**src/rtl/conditional_unit.sv**
```systemverilog
`default_nettype none
// ============================================================================
//  Module      : conditional_unit
//  Description : Execute-stage condition check (AL/EQ) and NZCV flag merge
//                with a registered copy of the resulting flags.
//  Revision    : 1.0 - initial release
// ============================================================================
module conditional_unit (
    input  logic       clk,
    input  logic       rst,
    input  logic       Cond,
    input  logic [3:0] Flags,
    input  logic [3:0] ALUFlags,
    input  logic [1:0] FlagsWrite,
    output logic       CondEx,
    output logic [3:0] FlagsNext,
    output logic [3:0] FlagsQ
);

    localparam int unsigned c_FLAG_Z = 2;

    logic       cond_ex_w;
    logic       write_nz_w;
    logic       write_cv_w;
    logic [3:0] flags_d;
    logic [3:0] flags_q;

    // AL always passes; EQ passes only when Z is set.
    always_comb begin
        cond_ex_w = 1'b1;
        if (Cond) begin
            cond_ex_w = Flags[c_FLAG_Z];
        end
    end

    assign write_nz_w = FlagsWrite[1] & cond_ex_w;
    assign write_cv_w = FlagsWrite[0] & cond_ex_w;

    // Unselected ALU groups are never routed, so X on them cannot leak out.
    always_comb begin
        flags_d      = Flags;
        if (write_nz_w) begin
            flags_d[3:2] = ALUFlags[3:2];
        end
        if (write_cv_w) begin
            flags_d[1:0] = ALUFlags[1:0];
        end
    end

    always_ff @(posedge clk) begin
        if (rst) begin
            flags_q <= 4'b0000;
        end else begin
            flags_q <= flags_d;
        end
    end

    assign CondEx    = cond_ex_w;
    assign FlagsNext = flags_d;
    assign FlagsQ    = flags_q;

endmodule
`default_nettype wire

```
**config.mk**
```make
export PLATFORM = sky130hd
export DESIGN_NAME = conditional_unit
export DESIGN_NICKNAME = d
export VERILOG_FILES = /design/src/rtl/conditional_unit.sv
export SDC_FILE = /design/constraint.sdc
export NUM_CORES = 1
export LEC_CHECK = 0
export CAP_MARGIN = 10
export CORE_AREA = 2 2 39 41
export DETAILED_ROUTE_END_ITERATION = 7
export DIE_AREA = 0 0 41 43
export PLACE_DENSITY = 0.5
export SLEW_MARGIN = 20
export SYNTH_ARGS = -nofsm -noshare
export SYNTH_HDL_FRONTEND = slang
export SYNTH_SLANG_ARGS = --single-unit
```
**constraint.sdc**
```tcl
create_clock -name clk -period 2.7 [get_ports clk]
set_clock_uncertainty 0.2 [all_clocks]
set_input_delay 0.54 -clock clk [delete_from_list [all_inputs] [get_ports clk]]
set_output_delay 0.54 -clock clk [all_outputs]
set_load 0.01 [all_outputs]
```
# Word level (Yosys, flattened, before mapping)
# Index checks and enable logic that the tools add are counted.
dict set report classes {
  mux 3
  n_bitwise 2
}
# op n
set op_table {}
lappend op_table {{2-to-1 mux 2 bit} 2}
lappend op_table {{AND 1 bit} 2}
lappend op_table {{2-to-1 mux 1 bit} 1}
dict set report totals {
  register_bits 4
  output_inout_bits 9
  word_cells 6
}

# Logic depth before layout (Yosys ltp)
# Gate-level depths: netlist of the first run.
dict set report logic_depth {
  word_depth 3
  ltp_mapped 4
  mapped_depth_nobuf 3
}

# Least setup slack after synthesis of the first run
# Ideal clock, no wire load.
dict set report synth_path {
  path_kind {input to output}
  startpoint {input port Flags[2]}
  endpoint {output port FlagsNext[0]}
  arrival_time_ns 1.178
  required_ns 1.960
  path_slack_ns 0.782
  cell_stages 4
  n_path_buf 1
  cell_sequence {nand2b_4 > buf_6 > nand2_2 > mux2_4}
}
dict set report synth_via {
  elab_chain_cells 3
}
# item line
set synth_lines {}
lappend synth_lines {{start: declaration} 12} ;# input logic [3:0] Flags,
lappend synth_lines {{2-to-1 mux 1 bit} 31} ;# if (Cond) begin
lappend synth_lines {{via CondEx} 15} ;# output logic CondEx,
lappend synth_lines {{AND 1 bit} 37} ;# assign write_cv_w = FlagsWrite[0] & cond_ex_w;
lappend synth_lines {{2-to-1 mux 2 bit} 45} ;# if (write_cv_w) begin
lappend synth_lines {{end: declaration} 16} ;# output logic [3:0] FlagsNext,
# The timed path passes the listed nets, and every way through them passes these cells.

# Final worst setup path of the first run
dict set report layout_path {
  startpoint {input port FlagsWrite[1]}
  endpoint {output port FlagsNext[2]}
}
dict set report layout_via {
  elab_chain_cells 2
}
# item line
set layout_lines {}
lappend layout_lines {{start: declaration} 14} ;# input logic [1:0] FlagsWrite,
lappend layout_lines {{AND 1 bit} 36} ;# assign write_nz_w = FlagsWrite[1] & cond_ex_w;
lappend layout_lines {{2-to-1 mux 2 bit} 42} ;# if (write_nz_w) begin
# Every way passes these cells.

==> impl_metrics.tcl, run 1 <==
set metrics [dict create \
    overflow 0 \
    yosysWarnings 0 \
    stdcell_count 67 \
    numClockSinks 4 \
    powerDensity_mw_per_mm2 400 \
    path_max_fanout 4 \
    combPwrFrac_pct 32.9 \
    max_freq_ghz 0.387 \
    wl_per_cell_um 8.75 \
    cts_hold_buf 0 \
    pwr-share-clk_pct 35.3 \
    diodes 0 \
    slew_headroom_pct 85.9 \
    status "finished, final reports clean" \
    grt_pass1_wl_um 1000 \
    io_buffers 21 \
    setup_viol 0 \
    startpoint_type "input port" \
    gp_congestion 0.696 \
    mostFrequentLayoutCells "clkdlybuf4s50_1, dfxtp_1" \
    cp.arrival_ns 1.84 \
    p_leak_nw 0.221 \
    syn_to_final_growth_pct 99.0 \
    final.setup.tns_ns 0 \
    post_cts_buffers 0 \
    cts-buffers-inserted 3 \
    post-route-period-util_pct 95.7 \
    nets 66 \
    ys_ff_latch 4 \
    die_w_um 41 \
    layout_setup_ws_ns 0.116 \
    utilization_pct 36.7 \
    drc 0 \
    worstMarginPinSlew_ns 0.210 \
    clock-root-buffer "clkbuf_4" \
    antenna_found_initial 0 \
    die_area_mm2 0.00176 \
    path_cells "clkdlybuf4s50_1 -> a21oi_1 -> a21oi_1 -> clkdlybuf4s50_1" \
    period_needed_ns 2.58 \
    grt_max_degree 7 \
    firstDrtPassIters 4 \
    maxCapViolCount 0 \
    synth.distinct_cells 14 \
    grt_pass1_vias 253 \
    clock_path_buffers 2 \
    ioPinCount 22 \
    seq_area_frac_synth_pct 31.4 \
    ant_nets 0 \
    synth-compound-area-share_pct 14.2 \
    crit_path_end_kind "output pin" \
    maxSlewViolCount 0 \
    cpLargestDelayFamily "buffers and inverters" \
    drive_above_1_share_pct 21.6 \
    synth_xor_area_share_pct 0 \
    post-place-ws_ns -0.0658 \
    dp.cells 64 \
    clk_pin_slew_ns 0.04 \
    seqPwrFrac_pct 31.9 \
    synth_fp_nets 39 \
    vias_per_cell 4.00 \
    synthMuxAreaShare_pct 17.6 \
    final-hold-violation-count 0 \
    start_util_pct 18.4 \
    die_h_um 43 \
    syn_inst 26 \
    synth_fa_ha_area_share_pct 0 \
    setup.worst_path.class "input port to output pin" \
    synthesis.area_um2 255 \
    min_path_type "input port to flop" \
    cts_resized 3 \
    rsz0062_at_grt "false" \
    required_ns 1.96 \
    dpl.hpwl_um 491 \
    vdd_drop_max_mv 0.0925 \
    p_sw_share_pct 22.8 \
    power.internal_w 0.000157 \
    synth_top_family_by_area "simple AND/OR/NAND/NOR gates" \
    h-tree-depth 1 \
    layout_commonest_cell "clkdlybuf4s50_1" \
    slowest_delay_ns 0.55 \
    path_depth 4 \
    switchingPower_w 0.0000463 \
    largest_register_ffs 4 \
    syn_area_per_cell_um2 9.82 \
    min_path_cells 3 \
    cts_tree "yes" \
    track_usage_pct 8.73 \
    drt-total-wl_um 586 \
    path_buf_inv 2 \
    crit_slowest_cell "clkdlybuf4s50_1" \
    synthSimpleGateAreaFrac_pct 27.9 \
    drt_iter0_drc 2 \
    vias 268 \
    rows 14 \
    core_mm2 0.00138 \
]
## worst min-delay path, cell delays in order
cell and delay, ns:
clkdlybuf4s50_1 0.39, inv_1 0.07, a211oi_1 0.07
## power groups by stage
stage           logic, W  clock network [W]  registers, W
5_1_grt        0.0000730          0.0000773     0.0000649
4_1_cts        0.0000674          0.0000765     0.0000647
3_3_place_gp   0.0000706                  0     0.0000656
6_report       0.0000667          0.0000716     0.0000647
3_5_place_dp   0.0000698                  0     0.0000657
2_1_floorplan  0.0000243                  0     0.0000682
## synth_stat cells
library cell,count,area share [%]
nand2b_1,2,4.9
nand2_2,2,4.9
inv_1,3,4.4
nand4b_1,2,6.9
o21ai_1,2,3.9
a211oi_1,1,2.9
and4_1,1,3.4
nand2b_4,1,5.4
a21oi_1,2,3.9
mux2_4,3,18
dfxtp_1,4,31
and2_1,1,2.5
a31o_1,1,3.4
buf_6,1,4.4
## kinds of logic after synthesis
logic type,Yosys count
AOI/OAI and AO/OA,6
buffers and inverters,4
DFF,4
muxes,3
and+or+nand+nor,9
## routing by layer
metal | up-vias | wire length, µm | global-route usage (%)
met2 | 15 | 256 | 10.0
met5 | - | 0 | 0
met4 | 0 | 0 | 10.0
li1 | 143 | - | -
met1 | 110 | 258 | 10.9
met3 | 0 | 71 | 3.14
## path summary, 6_finish.rpt
path  slack [ns]                    to           from
min         0.70  FlagsQ[2]$_SDFF_PP0_    ALUFlags[2]
max         0.12          FlagsNext[2]  FlagsWrite[1]
## through the flow
step	power [W]	hold slack, ns	instance area (µm²)
6_report	0.000203	0.698	508
5_1_grt	0.000215	0.736	508
4_1_cts	0.000209	0.691	508
3_5_place_dp	0.000135	0.943	489
3_3_place_gp	0.000136	0.947	489
2_1_floorplan	0.0000925	0.413	255
## cell type report
type / count / area, µm²
timing repair buffer: 23 / 221
inverter: 3 / 11.3
clock buffer: 3 / 22.5
multi-input combinational: 18 / 153
tap: 16 / 20.0
sequential: 4 / 80.1
fill: 155 / 876
Power figures use the tool's default switching activity.
==> inputs of run 2 (changes only) <==
--- a/config.mk
+++ b/config.mk
@@ -9,8 +9,9 @@
 export CORE_AREA = 2 2 39 41
 export DETAILED_ROUTE_END_ITERATION = 7
 export DIE_AREA = 0 0 41 43
+export GPL_ROUTABILITY_DRIVEN = 0
 export PLACE_DENSITY = 0.5
-export SLEW_MARGIN = 20
+export SLEW_MARGIN = 25
 export SYNTH_ARGS = -nofsm -noshare
 export SYNTH_HDL_FRONTEND = slang
 export SYNTH_SLANG_ARGS = --single-unit
==> constraint.sdc (replaced) <==
create_clock -name clk -period 2.7 [get_ports clk]
set_clock_uncertainty 0.2 [all_clocks]
set_input_delay 0.405 -clock clk [delete_from_list [all_inputs] [get_ports clk]]
set_output_delay 0.405 -clock clk [all_outputs]
set_load 0.01 [all_outputs]
==> run 2 against run 1 <==
Non-clock buffer count is 2 lower. Global-route usage is 0.90 points lower. Via count is 1.5% lower. Flip-flop and latch count stayed put. Utilization is 0.81 points lower. Die area stayed put. Combinational power is 0.6% higher. First-iteration DRC count is 50% higher. Power is 0.71% lower. Critical path type unchanged. Critical endpoint is now FlagsNext[0]. Highest routed layer unchanged.
==> impl_metrics.tcl, run 2 (synthesis gave the netlist of run 1 again) <==
set metrics [dict create \
    wl_per_cell_um 8.78 \
    syn_to_final_growth_pct 94.6 \
    startpoint_type "input port" \
    cts-buffers-inserted 3 \
    cts_resized 0 \
    slew_headroom_pct 85.4 \
    start_util_pct 18.4 \
    drt_iter0_drc 3 \
    vias_per_cell 4.06 \
    numClockSinks 4 \
    status "finished, final reports clean" \
    p_sw_share_pct 21.9 \
    clock_path_buffers 2 \
    maxSlewViolCount 0 \
    final-hold-violation-count 0 \
    combPwrFrac_pct 33.3 \
    period_needed_ns 2.51 \
    powerDensity_mw_per_mm2 406 \
    rows 14 \
    min_path_type "input port to flop" \
    setup.worst_path.class "input port to output pin" \
    io_buffers 21 \
    p_leak_nw 0.208 \
    track_usage_pct 7.82 \
    seqPwrFrac_pct 32.1 \
    regArea_um2 80.1 \
    path_max_fanout 7 \
    pwr-share-clk_pct 34.6 \
    vias 264 \
    power.internal_w 0.000158 \
    grt_max_degree 8 \
    post_cts_buffers 0 \
    required_ns 2.10 \
    cts_tree "yes" \
    cp.arrival_ns 1.90 \
    die_area_mm2 0.00176 \
    utilization_pct 35.9 \
    cts_hold_buf 0 \
    drt-total-wl_um 571 \
    rsz0062_at_grt "false" \
    multi_input_area_um2 153 \
    die_w_um 41 \
    setup_viol 0 \
    layout_commonest_cell "clkdlybuf4s50_1" \
    ant_nets 0 \
    overflow 0 \
    grt_pass1_vias 241 \
    grt_pass1_wl_um 917 \
    vdd_drop_max_mv 0.100 \
    clk_pin_slew_ns 0.03 \
    core_mm2 0.00138 \
    diodes 0 \
    drive_above_1_share_pct 18.4 \
    clock-root-buffer "clkbuf_4" \
    h-tree-depth 1 \
    final.setup.tns_ns 0 \
    ioPinCount 22 \
    mostFrequentLayoutCells "clkdlybuf4s50_1, dfxtp_1, inv_1, mux2_4, clkbuf_4" \
    worstMarginPinSlew_ns 0.217 \
    drc 0 \
    max_freq_ghz 0.399 \
    crit_path_end_kind "output pin" \
    antenna_found_initial 0 \
    holdWs_ns 0.568 \
    largest_register_ffs 4 \
    total_power_w 0.000202 \
    nets 64 \
    die_h_um 43 \
    dpl.hpwl_um 464 \
    fillers 149 \
    switchingPower_w 0.0000441 \
    firstDrtPassIters 2 \
    maxCapViolCount 0 \
    post-route-period-util_pct 92.8 \
]
run 2: cell types whose count changed in the layout (fill, tap and decap cells not counted), sizes merged:
cell / previous run / this run
dlygate4sd2: 3 / 0
buf: 2 / 0
clkdlybuf4s50: 18 / 21
run 2: worst paths after layout:
kind	from	end	slack [ns]	depth (start not counted)
setup / recovery	Cond	FlagsNext[0]	0.19	5
hold / removal	ALUFlags[2]	FlagsQ[2]$_SDFF_PP0_	0.57	3
run 2: through the flow:
step	cell area, µm²	worst slack, ns	cells
finish	497	0.195	65
CTS	497	0.187	65
floorplan	255	1.05	26
global route	497	0.139	65
global placement	474	0.190	62
detailed placement	474	0.197	62
run 2: critical path, stage by stage:
cell and delay [ns]:
clkdlybuf4s50_1 0.52, nand2b_4 0.10, nand2_2 0.10, mux2_4 0.30, clkdlybuf4s50_1 0.48
run 2: power groups by stage:
stage / logic (W) / registers, W / clock network (W)
final: 0.0000671 / 0.0000648 / 0.0000697
after global routing: 0.0000729 / 0.0000650 / 0.0000748
after CTS: 0.0000678 / 0.0000648 / 0.0000745
after detailed placement: 0.0000674 / 0.0000657 / 0
after global placement: 0.0000677 / 0.0000657 / 0
after floorplan: 0.0000243 / 0.0000682 / 0
run 2: cell type report:
type | count | share of cell area (%)
Inverter | 3 | 2.27
Sequential cell | 4 | 16.1
Clock buffer | 3 | 4.53
Multi-Input combinational cell | 18 | 30.7
Tap cell | 16 | 4.03
Timing Repair Buffer | 21 | 42.3
run 2: per-layer routing:
| metal | track usage, % | part of all wire [%] | vias up |
|---|---|---|---|
| met4 | 8.00 | 0 | 0 |
| met3 | 2.09 | 12 | 0 |
| met5 | 0 | 0 | - |
| li1 | - | - | 139 |
| met2 | 9.69 | 45 | 15 |
| met1 | 9.94 | 43 | 110 |
==> inputs of run 3 (changes only) <==
==> constraint.sdc (replaced) <==
create_clock -name clk -period 2.7 [get_ports clk]
set_clock_uncertainty 0.2 [all_clocks]
set_input_delay 0.54 -clock clk [delete_from_list [all_inputs] [get_ports clk]]
set_output_delay 0.54 -clock clk [all_outputs]
set_load 0.02 [all_outputs]
==> run 3 against run 2 <==
Non-clock buffer count is 2 higher. Design area increased by 2.8%. Power up 3.6%. Setup slack got worse by 0.12 ns. Critical path depth decreased by 1. Die area did not move. Worst hold slack better by 0.13 ns. Sequential share of layout area shrank 0.43 points. Count of clock-buffer cells in the layout is the same. First-iteration DRC count down 100%. Flip-flop and latch count unchanged. Critical endpoint is now CondEx.
==> impl_metrics.tcl, run 3 (synthesis gave the netlist of run 1 again) <==
set metrics [dict create \
    worst_hold_startpoint "ALUFlags[2]" \
    path_depth 4 \
    crit_slowest_cell "clkdlybuf4s50_1" \
    gr-usage-met2_pct 12.2 \
    layout_setup_ws_ns 0.0730 \
    layout_commonest_cell "clkdlybuf4s50_1" \
    firstDrtPassIters 1 \
    p_leak_nw 0.231 \
    die_w_um 41 \
    required_ns 1.96 \
    rsz0062_at_grt "false" \
    ant_nets 0 \
    vias_per_cell 4.04 \
    slew_headroom_pct 85.0 \
    min_path_cells 3 \
    powerDensity_mw_per_mm2 409 \
    die_area_mm2 0.00176 \
    track_usage_pct 8.53 \
    numClockSinks 4 \
    setup.worst_path.class "input port to output pin" \
    min_path_type "input port to flop" \
    regArea_um2 80.1 \
    crit_start "Flags[2]" \
    mostFrequentLayoutCells "clkdlybuf4s50_1, dfxtp_1" \
    drt-total-wl_um 589 \
    crit_path_end_kind "output pin" \
    path_cells "clkdlybuf4s50_1 -> nand2b_4 -> buf_4 -> clkdlybuf4s50_1" \
    place_area_um2 489 \
    cts-buffers-inserted 3 \
    largest_register_ffs 4 \
    final-hold-violation-count 0 \
    die_h_um 43 \
    io_buffers 21 \
    crit_top_cell "clkdlybuf4s50_1" \
    clock-root-buffer "clkbuf_4" \
    grt_max_degree 7 \
    grt_pass1_wl_um 1010 \
    maxSlewViolCount 0 \
    top_usage_layer "met2" \
    max_freq_ghz 0.381 \
    cts_tree "yes" \
    clock_path_buffers 2 \
    h-tree-depth 1 \
    multi_input_area_um2 153 \
    final_cell_area_um2 510 \
    startpoint_type "input port" \
    cpLargestDelayFamily "buffers and inverters" \
    worstMarginPinSlew_ns 0.224 \
    drt_iter0_drc 0 \
    diodes 0 \
    core_mm2 0.00138 \
    post-route-period-util_pct 97.3 \
    maxCapViolCount 0 \
    grt_pass1_vias 266 \
    vias 271 \
    drive_above_1_share_pct 21.6 \
    ioPinCount 22 \
    clk_pin_slew_ns 0.03 \
    stdcell_count 67 \
    start_util_pct 18.4 \
    syn_to_final_growth_pct 100 \
    path_max_fanout 4 \
    period_needed_ns 2.63 \
    path_buf_inv 3 \
    total_power_w 0.000209 \
    dp.cells 64 \
    rows 14 \
    nets 66 \
    vdd_drop_max_mv 0.110 \
    slowest_delay_ns 0.60 \
    post_cts_buffers 0 \
    setup_viol 0 \
    met1_usage_pct 9.94 \
    cp.arrival_ns 1.89 \
    overflow 0 \
    status "finished, final reports clean" \
    dpl.hpwl_um 512 \
    met3_usage_pct 1.57 \
    post-place-ws_ns -0.127 \
    drc 0 \
    fillers 148 \
    antenna_found_initial 0 \
    wl_per_cell_um 8.79 \
]
[run 3: cell count changes in the layout (fill, tap and decap cells not counted), sizes merged]
cell           delta
clkdlybuf4s50     -4
dlygate4sd2       +3
buf               +2
dlymetal6s2s      +1
[run 3: final cells by class]
| cell class | count | area share, % |
|---|---|---|
| clock buffer | 3 | 4.41 |
| inverter | 3 | 2.21 |
| multi-input combinational | 18 | 29.9 |
| sequential | 4 | 15.7 |
| tap | 16 | 3.92 |
| timing repair buffer | 23 | 43.9 |
[run 3: power breakdown]
group / switching [W] / internal [W]
sequential: 0.000000894 / 0.0000639
clock: 0.0000207 / 0.0000495
combinational: 0.0000308 / 0.0000431
total: 0.0000523 / 0.000156
[run 3: metal layers]
metal	up-vias	wire length, µm
met4	0	0
li1	142	-
met1	114	240
met3	0	62
met2	15	286
met5	-	0
[run 3: stage by stage]
step / util [%] / setup TNS, ns / hold WS, ns
2_1_floorplan: - / 0 / 0.413
3_3_place_gp: 35.4 / -0.364 / 0.945
3_5_place_dp: 35.4 / -0.362 / 0.948
4_1_cts: 36.7 / 0 / 0.699
5_1_grt: 36.9 / 0 / 0.736
6_report: 36.9 / 0 / 0.702
[run 3: timing repair]
action                                  in CTS  in global routing
endpoints found under the setup margin       3                  1
gates resized for setup                      3                  1
pin swaps                                    0                  0
cloned                                       0                  0
hold buffers                                 0                  0
[run 3: path summary, 6_finish.rpt]
check	endpoint	slack, ns
min	FlagsQ[2]$_SDFF_PP0_	0.70
max	CondEx	0.07
